===== src/rtl/traffic_pkg.sv =====
// Shared types and constants for the multi-approach traffic phase controller.
// Lamp encodings are {red, yellow, green} per approach.
package traffic_pkg;

    typedef enum logic [1:0] {
        ST_GREEN  = 2'd0,
        ST_YELLOW = 2'd1,
        ST_ALLRED = 2'd2,
        ST_FLASH  = 2'd3
    } phase_state_t;

    localparam logic [2:0] LAMP_RED    = 3'b100;
    localparam logic [2:0] LAMP_YELLOW = 3'b010;
    localparam logic [2:0] LAMP_GREEN  = 3'b001;
    localparam logic [2:0] LAMP_DARK   = 3'b000;

    // The counter only ever holds (longest interval - 1), so $clog2 of the longest interval suffices.
    function automatic int cnt_width(input int a, input int b, input int c, input int d);
        int m;
        m = a;
        if (b > m) m = b;
        if (c > m) m = c;
        if (d > m) m = d;
        return (m <= 2) ? 1 : $clog2(m);
    endfunction

endpackage


===== src/rtl/traffic_phase_ctrl_rr_phase_select.sv =====
// Combinational round-robin finder: first requesting approach after the active one,
// falling back to active+1 when nobody else is requesting.
module rr_phase_select #(
    parameter int NUM_PHASES = 2,
    parameter int PW         = 1
) (
    input  logic [NUM_PHASES-1:0] i_req,
    input  logic [PW-1:0]         i_active,
    output logic [PW-1:0]         o_next,
    output logic                  o_any_other
);

    logic [NUM_PHASES-1:0] w_other;
    logic [PW-1:0]         w_idx;
    int                    w_sum;

    generate
        for (genvar gi = 0; gi < NUM_PHASES; gi++) begin : g_mask
            assign w_other[gi] = i_req[gi] && (i_active != PW'(gi));
        end
    endgenerate

    assign o_any_other = |w_other;

    // Scan from the farthest candidate down so the nearest requester wins.
    always_comb begin
        w_sum  = 0;
        w_idx  = '0;
        o_next = (int'(i_active) == NUM_PHASES - 1) ? '0 : PW'(int'(i_active) + 1);
        for (int k = NUM_PHASES - 1; k >= 1; k--) begin
            w_sum = int'(i_active) + k;
            if (w_sum >= NUM_PHASES) w_sum = w_sum - NUM_PHASES;
            w_idx = PW'(w_sum);
            if (w_other[w_idx]) o_next = w_idx;
        end
    end

endmodule


===== src/rtl/traffic_phase_ctrl.sv =====
// Demand-driven multi-approach signal sequencer (green -> yellow -> all-red -> next green).
// Optional night flash mode is compiled in when TRAFFIC_FLASH_EN is defined.
module traffic_phase_ctrl
    import traffic_pkg::*;
#(
    parameter int NUM_PHASES   = 2,
    parameter int GREEN_TICKS  = 15,
    parameter int YELLOW_TICKS = 3,
    parameter int ALLRED_TICKS = 3,
    parameter int FLASH_TICKS  = 2
) (
    input  logic                          clk,
    input  logic                          rst,
    input  logic                          tick_en,
    input  logic [NUM_PHASES-1:0]         req,
    input  logic                          flash_mode,
    output logic [3*NUM_PHASES-1:0]       led,
    output logic [$clog2(NUM_PHASES)-1:0] active_phase,
    output logic                          phase_start
);

    localparam int PW = $clog2(NUM_PHASES);
    localparam int CW = cnt_width(GREEN_TICKS, YELLOW_TICKS, ALLRED_TICKS, FLASH_TICKS);
    localparam logic [CW-1:0] GREEN_LAST  = CW'(GREEN_TICKS - 1);
    localparam logic [CW-1:0] YELLOW_LAST = CW'(YELLOW_TICKS - 1);
    localparam logic [CW-1:0] ALLRED_LAST = CW'(ALLRED_TICKS - 1);
    localparam logic [CW-1:0] FLASH_LAST  = CW'(FLASH_TICKS - 1);

    phase_state_t  r_state, w_state_next;
    logic [CW-1:0] r_cnt, w_cnt_next;
    logic [PW-1:0] r_active, w_active_next;
    logic          r_phase_start, w_pstart_next;

    logic [PW-1:0] w_rr_next;
    logic          w_any_other;
    logic          w_leave_green;
    logic          w_enter_flash;
    logic [PW-1:0] w_green_phase;

    rr_phase_select #(
        .NUM_PHASES (NUM_PHASES),
        .PW         (PW)
    ) u_rr (
        .i_req       (req),
        .i_active    (r_active),
        .o_next      (w_rr_next),
        .o_any_other (w_any_other)
    );

`ifdef TRAFFIC_FLASH_EN
    logic r_flash_on, w_flash_on_next;
    logic r_from_flash, w_from_flash_next;

    assign w_leave_green = w_any_other | flash_mode;
    assign w_enter_flash = flash_mode;
    // Leaving flash always restarts the cycle at approach 0.
    assign w_green_phase = r_from_flash ? '0 : w_rr_next;
`else
    logic w_unused_flash;

    assign w_unused_flash = flash_mode;
    assign w_leave_green  = w_any_other;
    assign w_enter_flash  = 1'b0;
    assign w_green_phase  = w_rr_next;
`endif

    always_ff @(posedge clk) begin
        if (rst) begin
            r_state       <= ST_GREEN;
            r_cnt         <= '0;
            r_active      <= '0;
            r_phase_start <= 1'b0;
`ifdef TRAFFIC_FLASH_EN
            r_flash_on    <= 1'b0;
            r_from_flash  <= 1'b0;
`endif
        end else begin
            r_state       <= w_state_next;
            r_cnt         <= w_cnt_next;
            r_active      <= w_active_next;
            r_phase_start <= w_pstart_next;
`ifdef TRAFFIC_FLASH_EN
            r_flash_on    <= w_flash_on_next;
            r_from_flash  <= w_from_flash_next;
`endif
        end
    end

    always_comb begin
        w_state_next  = r_state;
        w_cnt_next    = r_cnt;
        w_active_next = r_active;
        w_pstart_next = 1'b0;
`ifdef TRAFFIC_FLASH_EN
        w_flash_on_next   = r_flash_on;
        w_from_flash_next = r_from_flash;
`endif
        if (tick_en) begin
            unique case (r_state)
                ST_GREEN: begin
                    // At the minimum length the count saturates: rest in green until demand elsewhere.
                    if (r_cnt != GREEN_LAST) begin
                        w_cnt_next = r_cnt + CW'(1);
                    end else if (w_leave_green) begin
                        w_state_next = ST_YELLOW;
                        w_cnt_next   = '0;
                    end
                end
                ST_YELLOW: begin
                    if (r_cnt != YELLOW_LAST) begin
                        w_cnt_next = r_cnt + CW'(1);
                    end else begin
                        w_state_next = ST_ALLRED;
                        w_cnt_next   = '0;
                    end
                end
                ST_ALLRED: begin
                    if (r_cnt != ALLRED_LAST) begin
                        w_cnt_next = r_cnt + CW'(1);
                    end else if (w_enter_flash) begin
                        w_state_next = ST_FLASH;
                        w_cnt_next   = '0;
`ifdef TRAFFIC_FLASH_EN
                        w_flash_on_next = 1'b1;
`endif
                    end else begin
                        w_state_next  = ST_GREEN;
                        w_cnt_next    = '0;
                        w_active_next = w_green_phase;
                        w_pstart_next = 1'b1;
`ifdef TRAFFIC_FLASH_EN
                        w_from_flash_next = 1'b0;
`endif
                    end
                end
`ifdef TRAFFIC_FLASH_EN
                ST_FLASH: begin
                    if (!flash_mode) begin
                        w_state_next      = ST_ALLRED;
                        w_cnt_next        = '0;
                        w_from_flash_next = 1'b1;
                    end else if (r_cnt != FLASH_LAST) begin
                        w_cnt_next = r_cnt + CW'(1);
                    end else begin
                        w_flash_on_next = ~r_flash_on;
                        w_cnt_next      = '0;
                    end
                end
`endif
                default: begin
                    w_state_next = ST_GREEN;
                    w_cnt_next   = '0;
                end
            endcase
        end
    end

    generate
        for (genvar gi = 0; gi < NUM_PHASES; gi++) begin : g_lamp
            logic [2:0] w_lamp;
            logic       w_is_active;

            assign w_is_active = (r_active == PW'(gi));

            always_comb begin
                w_lamp = LAMP_RED;
                case (r_state)
                    ST_GREEN:  if (w_is_active) w_lamp = LAMP_GREEN;
                    ST_YELLOW: if (w_is_active) w_lamp = LAMP_YELLOW;
`ifdef TRAFFIC_FLASH_EN
                    ST_FLASH:  w_lamp = r_flash_on ? LAMP_YELLOW : LAMP_DARK;
`endif
                    default:   w_lamp = LAMP_RED;
                endcase
            end

            assign led[3*gi +: 3] = w_lamp;
        end
    endgenerate

    assign active_phase = r_active;
    assign phase_start  = r_phase_start;

endmodule


===== config.mk =====
export PLATFORM = sky130hd
export DESIGN_NAME = traffic_phase_ctrl
export DESIGN_NICKNAME = d
export VERILOG_FILES = /design/src/rtl/traffic_pkg.sv /design/src/rtl/traffic_phase_ctrl_rr_phase_select.sv /design/src/rtl/traffic_phase_ctrl.sv
export SDC_FILE = /design/constraint.sdc
export NUM_CORES = 1
export LEC_CHECK = 0
export CAP_MARGIN = 20
export CELL_PAD_IN_SITES_DETAIL_PLACEMENT = 1
export CELL_PAD_IN_SITES_GLOBAL_PLACEMENT = 1
export CORE_ASPECT_RATIO = 1.2
export CORE_MARGIN = 2
export CORE_UTILIZATION = 37
export DETAILED_ROUTE_END_ITERATION = 8
export PLACE_DENSITY = 0.76
export SLEW_MARGIN = 20
export SYNTH_ARGS = -nofsm -noshare
export SYNTH_HDL_FRONTEND = slang
export SYNTH_SLANG_ARGS = --single-unit

===== constraint.sdc =====
create_clock -name clk -period 3.5 [get_ports clk]
set_input_delay 0.7 -clock clk [delete_from_list [all_inputs] [get_ports clk]]
set_output_delay 0.7 -clock clk [all_outputs]
set_load 0.05 [all_outputs]

# Word level (Yosys, flattened, before mapping)
# Cells that the tools add are included.
[classes]
add_sub_neg = 3
magnitude_cmp = 2
eq_ne = 9
mux = 21
bitwise_logic = 4
reduce_logical = 9
[op_table]
columns = ["cell", "n"]
rows = [
  ["$mux 3", 4],
  ["$mux 4", 3],
  ["$pmux 3 s2", 2],
  ["$mux 2", 4],
  ["$pmux 4 s2", 1],
  ["$mux 1", 6],
  ["$ne 2x2->1 const B", 3],
  ["$pmux 2 s3", 1],
  ["$reduce_and 5->1", 1],
  ["$add 4x1->4 const B", 1],
  ["$ne 4x2->1 const B", 1],
  ["$ne 4x4->1 const B", 1],
  ["$not 1->1", 4],
  ["$reduce_or 2->1", 2],
  ["$ne 3x2->1 const B", 1],
  ["$reduce_and 3->1", 1],
  ["$reduce_or 3->1", 1],
  ["$add 1x1->2 const B", 1],
  ["$eq 2x1->1 const B", 1],
  ["$eq 2x2->1 const B", 1],
  ["$ge 2x2->1 const B", 1],
  ["$logic_and 1x1->1", 2],
  ["$logic_not 2->1", 1],
  ["$lt 1x2->1 const B", 1],
  ["3 further kinds", 3],
]
[totals]
register_bits = 8
in_bits = 6
out_inout_bits = 8
elab_cells = 52

# Depth between registers and ports, before layout
# Gate-level depths: netlist (run 1).
[depth]
word_depth = 6
mapped_depth = 6
depth_no_buf = 6

# By module
# A second synthesis (run 1) with hierarchy kept.
[unflattened]
hier_cells = 60
hier_area_um2 = 531.8
[by_module_without_submodules]
columns = ["module", "n_inst", "cells_per_inst", "area_each_um2", "seq_area_each_um2"]
rows = [
  ["traffic_phase_ctrl", 1, 58, 513.0, 160.2],
  ["rr_phase_select", 1, 2, 18.8, 0.0],
]

# Worst setup path after synthesis (run 1)
# Ideal clock, no wire load.
[synth_path]
path_type = "reg-to-output"
startpoint = "register r_state[0]"
endpoint = "output port led[0]"
arrival_time_ps = 1445
required_time_ps = 2800
setup_slack_ps = 1355
stages_incl_launch_ff = 4
n_path_buf = 0
path_cell_list = "dfxtp_1 > inv_1 > ha_1 > nor2b_1"
[synth_via]
elab_chain_cells = 2
word_cells_on_any_way = 3
classes_between = "eq/ne (1); mux (1); reduce/logical (1)"
[synth_rtl]
columns = ["item", "line", "rtl"]
rows = [
  ["start, declared", "traffic_phase_ctrl.sv:29", "phase_state_t r_state, w_state_next;"],
  ["start signal, assigned", "traffic_phase_ctrl.sv:78", "r_state <= w_state_next;"],
  ["$eq 2x1->1 or $logic_not 2->1 (tied branches)", "traffic_phase_ctrl.sv:167", "case (r_state)"],
  ["$pmux 3 s2 (*)", "traffic_phase_ctrl.sv:167", ""],
  ["end, declared", "traffic_phase_ctrl.sv:17", "output logic [3*NUM_PHASES-1:0] led,"],
]
# Every way passes the cells marked *; elsewhere a longest branch is shown, timed or not.

# Final worst setup path (run 1)
# Same ends and word-level chain as after synthesis.

==> results of run 1 <==
==> synthesized netlist by cell type, types with 2 or more instances <==
library cell | instances | share of area (%)
dfxtp_1 | 8 | 28
ha_1 | 6 | 13
inv_1 | 6 | 3.9
nor2_1 | 5 | 3.2
nand2b_1 | 4 | 4.3
a21oi_1 | 3 | 2.6
and2_1 | 2 | 2.2
mux2i_1 | 2 | 3.5
nand3b_1 | 2 | 2.6
nand4_1 | 2 | 2.2
nand4b_1 | 2 | 3.0
nor2b_1 | 2 | 2.2
==> where the power goes <==
part	leakage (uW)	total, uW	internal (uW)	switching (uW)
clock network	0.0000138	72.0	39.3	32.7
registers	0.0000648	95.9	93.4	2.49
logic	0.000194	17.8	9.84	7.97
==> layout make-up <==
type | count | area share (%)
Multi-Input combinational cell | 47 | 52.41
Timing Repair Buffer | 12 | 16.49
Sequential cell | 8 | 21.99
Clock buffer | 3 | 3.093
Inverter | 6 | 3.093
Tap cell | 17 | 2.921
==> through the flow <==
| stage | area (um^2) | worst slack (ns) |
|---|---|---|
| 2_1_floorplan | 579.3 | 1.355 |
| 3_3_place_gp | 705.7 | 1.055 |
| 3_5_place_dp | 705.7 | 1.036 |
| 4_1_cts | 728.2 | 0.7463 |
| 5_1_grt | 728.2 | 0.6715 |
| 6_report | 728.2 | 0.7698 |
==> state kept, by name, indices dropped and copies added (netlist names) <==
| name | count |
|---|---|
| phase_start | 1 |
| r_cnt | 4 |
| r_state | 2 |
| active_phase | 1 |
==> kinds of logic after synthesis <==
family | Yosys count | synth area share (%)
DFF | 8 | 27.65
xor gates and xnor gates | 1 | 1.512
and+or+nand+nor | 27 | 30.88
buffers and inverters | 8 | 6.478
AOI/OAI and AO/OA | 11 | 17.06
adders and majority gates | 6 | 12.96
muxes | 2 | 3.456
==> final timing paths <==
| check | startpoint | to | slack (ns) | cells past startpoint |
|---|---|---|---|---|
| hold / removal | r_cnt[1] | r_cnt[1] | 0.52 | 2 |
| setup / recovery | r_state[0] | led[0] | 0.77 | 4 |
| setup reg to reg | r_state[1] | r_state[1] | 1.68 | 5 |
| hold reg to reg | r_cnt[1] | r_cnt[1] | 0.52 | 2 |
==> critical path: stages, from the launching register on <==
cell and delay (ns):
dfxtp_1 0.33, inv_1 0.12, ha_1 0.35, nor2b_1 0.17
clkdlybuf4s50_1 0.80
==> cell usage in the layout, fill, tap and decap left out, types with 2 or more instances in the layout <==
master / n
nand3b_1: 2
clkdlybuf4s50_1: 12
ha_1: 6
nor2b_1: 2
and2_1: 2
inv_1: 6
nand4_1: 2
nand4b_1: 2
mux2i_1: 2
nand2b_1: 4
nor2_1: 5
dfxtp_1: 8
clkbuf_4: 3
a21oi_1: 3
==> metal layers <==
layer  up-vias  wire [um]  global-route usage, %
met5         -          0                      0
met4         0         11                  6.207
met3         2         45                  4.265
met2        12        684                  30.65
met1       232        515                  16.14
li1        246          -                      -
==> run summary, run 1 <==
clk sink count = 8
CTS tree = yes
Post-CTS Setup Bufs = 0
Final Cycle Share = 78.01%
number of buffers created by CTS = 3
Synth Flop Type = dfxtp_1
full die area = 1899 um^2
first-pass GRT wire length = 1980 um
Die X = 40.12 um
Fill cells = 177
final std cells w/o fill = 93
FF+latch count, synth = 8
worst vdd ir = 0.1491 mV
leakage = 0.0002728 uW
largest buffer count on any clock path = 2
Mapped Nets = 75
root buffer cell = clkbuf_4
num ports = 14
Final min period = 2.730 ns
DRT iter0 DRCs = 6
RSZ-0062 raised after global routing = no
grt total ovfl = 0
# setup viols final = 0
Cell Rows = 15
largest net degree at the start of global routing = 12
Worst setup SP type = flip-flop
Post-route DRC = 0
CP arrival = 2.03 ns
CP Class = reg -> out
Global Route Usage Sum = 16.17%
Wirelength per Cell = 13.52 um
Final Hold Viols = 0
placed cells = 90
Setup crit end kind = output port
WL final = 1257 um
initial antenna violation count = 0
initial core utilization = 40.09%
Hold WC Path Type = reg -> reg
Hold-fix buffers, CTS = 0
final hold slack = 0.5169 ns
Resized Gates After CTS = 0
number of buffers added on ports = 12
Setup Skew = 0.006561 ns
number of distinct library cells after synthesis = 31
YS warnings = 0
H-tree depth = 1
setup TNS = 0 ns
power per cell area = 255.0 nW/um^2
crit-path max FO = 8
max-cap violation count = 0
status = finished clean
worst slew pin tran = 0.4974 ns
asr flop ratio synth = 0%
synthesis-to-layout area growth = 25.70%
fraction of layout cells with a size suffix above 1 = 11.84%
vias in the first global route = 476
total power = 185.7 uW
Peak Freq = 366.3 MHz
Clk Latency, worst-skew pair = 0.25 ns
Core Region = 1445 um^2
vias per cell = 5.290
Critical Path RT = 2.80 ns
DRT Pass-1 Iters = 3
Slew Viols, Final = 0
clock slew at reported path FFs = 0.06 ns
DP HPWL = 1005 um
post-route ant nets = 0
vias = 492
Synth Instances = 63
sequential fraction of the synthesis area = 27.65%
Final Wtd Congestion = 0.6890
Register Area = 160.2 um^2
average cell area after synthesis = 9.195 um^2
relative max-transition margin = 66.74%
diode count = 0
Final #Nets = 90
number of flops mapped to enable cells by yosys = 0
footprint of the multi-input gates = 381.6 um^2
Synth Cell Area = 579.3 um^2
post-layout util = 50.39%
die height = 47.35 um
Power figures use the tool's default switching activity.
==> run 2: changes to the inputs <==
--- a/config.mk
+++ b/config.mk
@@ -10,9 +10,9 @@
 export CELL_PAD_IN_SITES_GLOBAL_PLACEMENT = 1
 export CORE_ASPECT_RATIO = 1.2
 export CORE_MARGIN = 2
-export CORE_UTILIZATION = 37
+export CORE_UTILIZATION = 35
 export DETAILED_ROUTE_END_ITERATION = 8
-export PLACE_DENSITY = 0.76
+export PLACE_DENSITY = 0.72
 export SLEW_MARGIN = 20
 export SYNTH_ARGS = -nofsm -noshare
 export SYNTH_HDL_FRONTEND = slang
==> constraint.sdc (replaced) <==
create_clock -name clk -period 2.6 [get_ports clk]
set_input_delay 0.52 -clock clk [delete_from_list [all_inputs] [get_ports clk]]
set_output_delay 0.52 -clock clk [all_outputs]
set_load 0.05 [all_outputs]
==> run summary, run 2 (same netlist as run 1, synthesis figures left out) <==
status = finished clean
Slew Viols, Final = 0
Hold WC Path Type = reg -> reg
DP HPWL = 1033 um
Setup Skew = 0.0006952 ns
root buffer cell = clkbuf_4
most frequent cells in the layout = clkdlybuf4s50_1, dfxtp_1, inv_1, ha_1, nor2_1
WL final = 1356 um
Hold-fix buffers, CTS = 0
Wirelength per Cell = 14.43 um
# setup viols final = 0
synthesis-to-layout area growth = 26.78%
post-route ant nets = 0
clock slew at reported path FFs = 0.05 ns
CP Class = reg -> out
setup TNS = 0 ns
Worst setup SP type = flip-flop
RSZ-0062 raised after global routing = no
full die area = 1998 um^2
Critical Path RT = 2.08 ns
Most flops, register = r_cnt
Final Wtd Congestion = 0.6828
Final #Nets = 90
Peak Freq = 405.8 MHz
largest net degree at the start of global routing = 12
diode count = 0
relative max-transition margin = 66.39%
num ports = 14
Cell Rows = 16
number of buffers added on ports = 12
Core Region = 1602 um^2
max reg flops = 4
initial antenna violation count = 0
Clk Latency, worst-skew pair = 0.26 ns
grt total ovfl = 0
DRT iter0 DRCs = 2
vias = 495
number of buffers created by CTS = 3
post-layout util = 45.86%
Final Hold Viols = 0
CP arrival = 1.94 ns
DRT Pass-1 Iters = 4
leakage = 0.0002911 uW
CTS tree = yes
worst vdd ir = 0.2364 mV
clk sink count = 8
max-cap violation count = 0
crit-path max FO = 5
commonest non-fill, non-tap cell in the layout = clkdlybuf4s50_1
Post-CTS Setup Bufs = 0
worst slew pin tran = 0.5026 ns
Die X = 41.14 um
Post-route DRC = 0
Final min period = 2.465 ns
H-tree depth = 1
initial core utilization = 36.17%
power per cell area = 345.6 nW/um^2
vias per cell = 5.266
first-pass GRT wire length = 2346 um
largest buffer count on any clock path = 2
top flop regs = r_cnt x4, r_state x2
Global Route Usage Sum = 17.36%
fraction of layout cells with a size suffix above 1 = 11.84%
Final Cycle Share = 94.79%
Setup crit end kind = output port
vias in the first global route = 531
die height = 48.57 um
==> run 2: cell count changes in the layout (fill, tap and decap cells not counted), sizes merged <==
cell           delta
clkdlybuf4s50     -2
dlymetal6s2s      +2
==> run 2: layer usage <==
layer | vias up | wire length [um] | GRT usage (%)
li1 | 247 | - | -
met4 | 0 | 32 | 11.29
met2 | 11 | 693 | 25.26
met3 | 4 | 57 | 1.376
met5 | - | 0 | 0
met1 | 233 | 572 | 23.39
==> run 2: what timing repair did <==
| action | in CTS | in global routing |
|---|---|---|
| gates resized for setup | 0 | 2 |
| setup endpoints to repair | 0 | 2 |
| endpoints found under the hold margin | 0 | 0 |
==> run 2: power by group <==
group | internal (uW) | switching, uW
Clock | 53.1 | 46.1
Combinational | 13.5 | 12.0
Sequential | 126 | 3.46
Total | 192 | 61.5
==> run 2: critical path, cell delays in order, from the launching register on <==
cell and delay [ns]:
dfxtp_1 0.35, inv_1 0.11, ha_1 0.26, nor2b_1 0.15, clkdlybuf4s50_1 0.80
==> run 2: final cells by class <==
class | instances | area (um^2)
clock buffers | 3 | 22.52
repair buffers | 12 | 125.1
multi-input cells | 47 | 381.6
inverters | 6 | 22.52
well taps | 18 | 22.52
flip-flops and latches | 8 | 160.2
fillers | 199 | 867.1
==> run 2: path summary, 6_finish.rpt <==
path         slack (ns)         end       start  cells past startpoint
min                0.52    r_cnt[1]    r_cnt[1]                      2
max reg2reg        0.79  r_state[1]  r_state[1]                      5
max                0.14      led[1]  r_state[1]                      4
min reg2reg        0.52    r_cnt[1]    r_cnt[1]                      2
==> run 2: per-stage QoR <==
| stage | power [uW] | hold WS (ns) | cell area [um^2] | setup slack, ns | instances |
|---|---|---|---|---|---|
| finish | 253.8 | 0.5179 | 734.5 | 0.1355 | 94 |
| floorplan | 145.6 | 0.4747 | 579.3 | 0.6354 | 63 |
| global placement | 155.0 | 0.4970 | 706.9 | 0.3569 | 91 |
| global route | 262.7 | 0.5589 | 734.5 | 0.01192 | 94 |
| CTS | 259.2 | 0.5220 | 729.5 | 0.01415 | 94 |
| detailed placement | 157.4 | 0.5139 | 706.9 | 0.2996 | 91 |
==> run 3: changes to the inputs <==
--- a/config.mk
+++ b/config.mk
@@ -10,10 +10,11 @@
 export CELL_PAD_IN_SITES_GLOBAL_PLACEMENT = 1
 export CORE_ASPECT_RATIO = 1.2
 export CORE_MARGIN = 2
-export CORE_UTILIZATION = 35
+export CORE_UTILIZATION = 33
 export DETAILED_ROUTE_END_ITERATION = 8
-export PLACE_DENSITY = 0.72
+export PLACE_DENSITY_LB_ADDON = 0.1
 export SLEW_MARGIN = 20
 export SYNTH_ARGS = -nofsm -noshare
 export SYNTH_HDL_FRONTEND = slang
+export SYNTH_HIERARCHICAL = 1
 export SYNTH_SLANG_ARGS = --single-unit
==> run summary, run 3 <==
diode count = 0
max-cap violation count = 0
R2R Path End = r_cnt[1]
Hold-fix buffers, CTS = 0
number of buffers added on ports = 12
Worst setup SP type = flip-flop
worst vdd ir = 0.3184 mV
Combinational Power Share = 9.1%
num ports = 14
H-tree depth = 1
Worst R2R Setup Slack = 0.75 ns
slowest cell delay on critical path = 0.80 ns
Core Region = 1483 um^2
met2 Use GR = 27.62%
CP arrival = 1.94 ns
Post-CTS Setup Bufs = 0
largest buffer count on any clock path = 2
Hold Crit Endpoint = r_state[1]
WL final = 1160 um
number of distinct library cells after synthesis = 24
Final Hold Viols = 0
vias in the first global route = 464
Min-Delay Path Depth = 2
initial core utilization = 35.86%
Synth Cell Area = 531.8 um^2
clock share of power = 38.1%
final std cells w/o fill = 92
total power = 246.3 uW
Final #Nets = 89
clock slew at reported path FFs = 0.05 ns
clk sink count = 8
power per cell area = 354.1 nW/um^2
Synth Instances = 60
synth cell count leaders = dfxtp_1, ha_1, nand2_1, nand3_1, inv_1
number of buffers created by CTS = 3
setup TNS = 0 ns
most frequent cells in the layout = clkdlybuf4s50_1, dfxtp_1, nand2_1, nand3_1, ha_1
crit-path max FO = 7
Most flops, register = r_cnt
most used routing layer = met2
worst flop-to-flop path startpoint = active_phase
Sw Ratio = 22.51%
first-pass GRT wire length = 1932 um
Largest delay share family, worst path = buffers and inverters
Resized Gates After CTS = 0
Area contributors post-synth = dfxtp_1, ha_1, nand3_1
final hold slack = 0.5233 ns
Bufs and invs on worst path = 2
CP Class = reg -> out
most common cell in the netlist = dfxtp_1
Power Internal = 190.9 uW
average cell area after synthesis = 8.863 um^2
max reg flops = 4
Fill cells = 175
YS warnings = 6
relative max-transition margin = 64.11%
full die area = 1950 um^2
Die X = 40.65 um
CP max-delay cell = clkdlybuf4s50_1
DRT Pass-1 Iters = 3
Setup Skew = 0.003486 ns
Slew Viols, Final = 0
vias per cell = 5.120
Hold WC Path Type = reg -> reg
DP HPWL = 964.9 um
Wirelength per Cell = 12.61 um
initial antenna violation count = 0
Final Wtd Congestion = 0.6710
top flop regs = r_cnt x4, r_state x2
CTS tree = yes
critical path, cell by cell = inv_1 > ha_1 > nor2b_1 > clkdlybuf4s50_1
Min-Delay Startpoint = r_state[1]
sequential fraction of the synthesis area = 30.12%
largest net degree at the start of global routing = 11
DRT iter0 DRCs = 1
Register Area = 160.2 um^2
Critical Path RT = 2.08 ns
GRT met3 Usage = 6.977%
post-route ant nets = 0
leakage = 0.0002671 uW
footprint of the multi-input gates = 352.8 um^2
Post-route DRC = 0
root buffer cell = clkbuf_4
RSZ-0062 raised after global routing = no
post-synth top area cell = dfxtp_1
placed cells = 89
Global Route Usage Sum = 14.95%
grt total ovfl = 0
Mapped Nets = 72
worst slew pin tran = 0.5327 ns
sequential power share = 52.8%
Synth Flop Type = dfxtp_1
vias = 471
Final Cycle Share = 94.68%
Cell Rows = 15
commonest non-fill, non-tap cell in the layout = clkdlybuf4s50_1
Setup crit end kind = output port
# setup viols final = 0
status = finished clean
synthesis-to-layout area growth = 30.82%
asr flop ratio synth = 0%
FF+latch count, synth = 8
fraction of layout cells with a size suffix above 1 = 10.67%
die height = 47.98 um
Final min period = 2.462 ns
Synth top area share = 30.12%
number of flops mapped to enable cells by yosys = 0
switching power = 55.44 uW
Peak Freq = 406.2 MHz
met1 GRT Util = 15.36%
Clk Latency, worst-skew pair = 0.25 ns
Reg2Reg Depth = 5
==> run 3: area by class of cell <==
| type | count | area share, % |
|---|---|---|
| Tap cell | 17 | 3.058 |
| Multi-Input combinational cell | 47 | 50.72 |
| Sequential cell | 8 | 23.02 |
| Clock buffer | 3 | 3.237 |
| Inverter | 5 | 2.698 |
| Timing Repair Buffer | 12 | 17.27 |
==> run 3: worst register-to-register path, cell delays in order (launching register included) <==
cell and delay (ns):
dfxtp_1 0.50, mux2_4 0.33, nand2b_1 0.16, o21ai_0 0.46
nand2b_1 0.21, o31ai_1 0.07
==> run 3: worst max path at each step <==
| stage | start | cells past startpoint | to |
|---|---|---|---|
| 2_1_floorplan | active_phase | 5 | r_cnt[0] |
| 3_3_place_gp | r_state[1] | 4 | led[0] |
| 3_5_place_dp | req[1] | 6 | r_cnt[1] |
| 4_1_cts | r_state[1] | 4 | led[0] |
| 5_1_grt | r_state[1] | 4 | led[0] |
| 6_report | r_state[1] | 4 | led[0] |
==> run 3: cells by family (layout without fill, tap and decap cells) <==
kind of cell / count (synthesis) / count (layout) / synth area share, %
buf+inv: 5 / 20 / 3.530
fa+ha+maj: 6 / 6 / 14.12
mux: 3 / 3 / 6.588
compound gates: 8 / 8 / 10.59
simple gates: 30 / 30 / 35.06
flops: 8 / 8 / 30.12
==> run 3: metrics by stage <==
step                      instance area, um^2  worst slack (ns)  utilization (%)
after floorplan                         531.8            0.6984                -
after global placement                  673.1            0.3852            45.40
after detailed placement                673.1            0.3676            45.40
after CTS                               695.7            0.1060            46.92
after global routing                    695.7           0.01216            46.92
final                                   695.7            0.1382            46.92
==> run 3: power by group through the flow <==
stage	Sequential (uW)	Clock, uW	Combinational, uW
floorplan	132	0	12.1
global placement	133	0	22.6
detailed placement	133	0	23.0
CTS	130	97.8	23.1
global route	131	101	25.1
finish	130	93.9	22.4
==> run 3: per-layer routing <==
| layer | vias to the layer above | wire (um) |
|---|---|---|
| met4 | 0 | 8 |
| met5 | - | 0 |
| met2 | 9 | 584 |
| li1 | 247 | - |
| met1 | 213 | 502 |
| met3 | 2 | 65 |
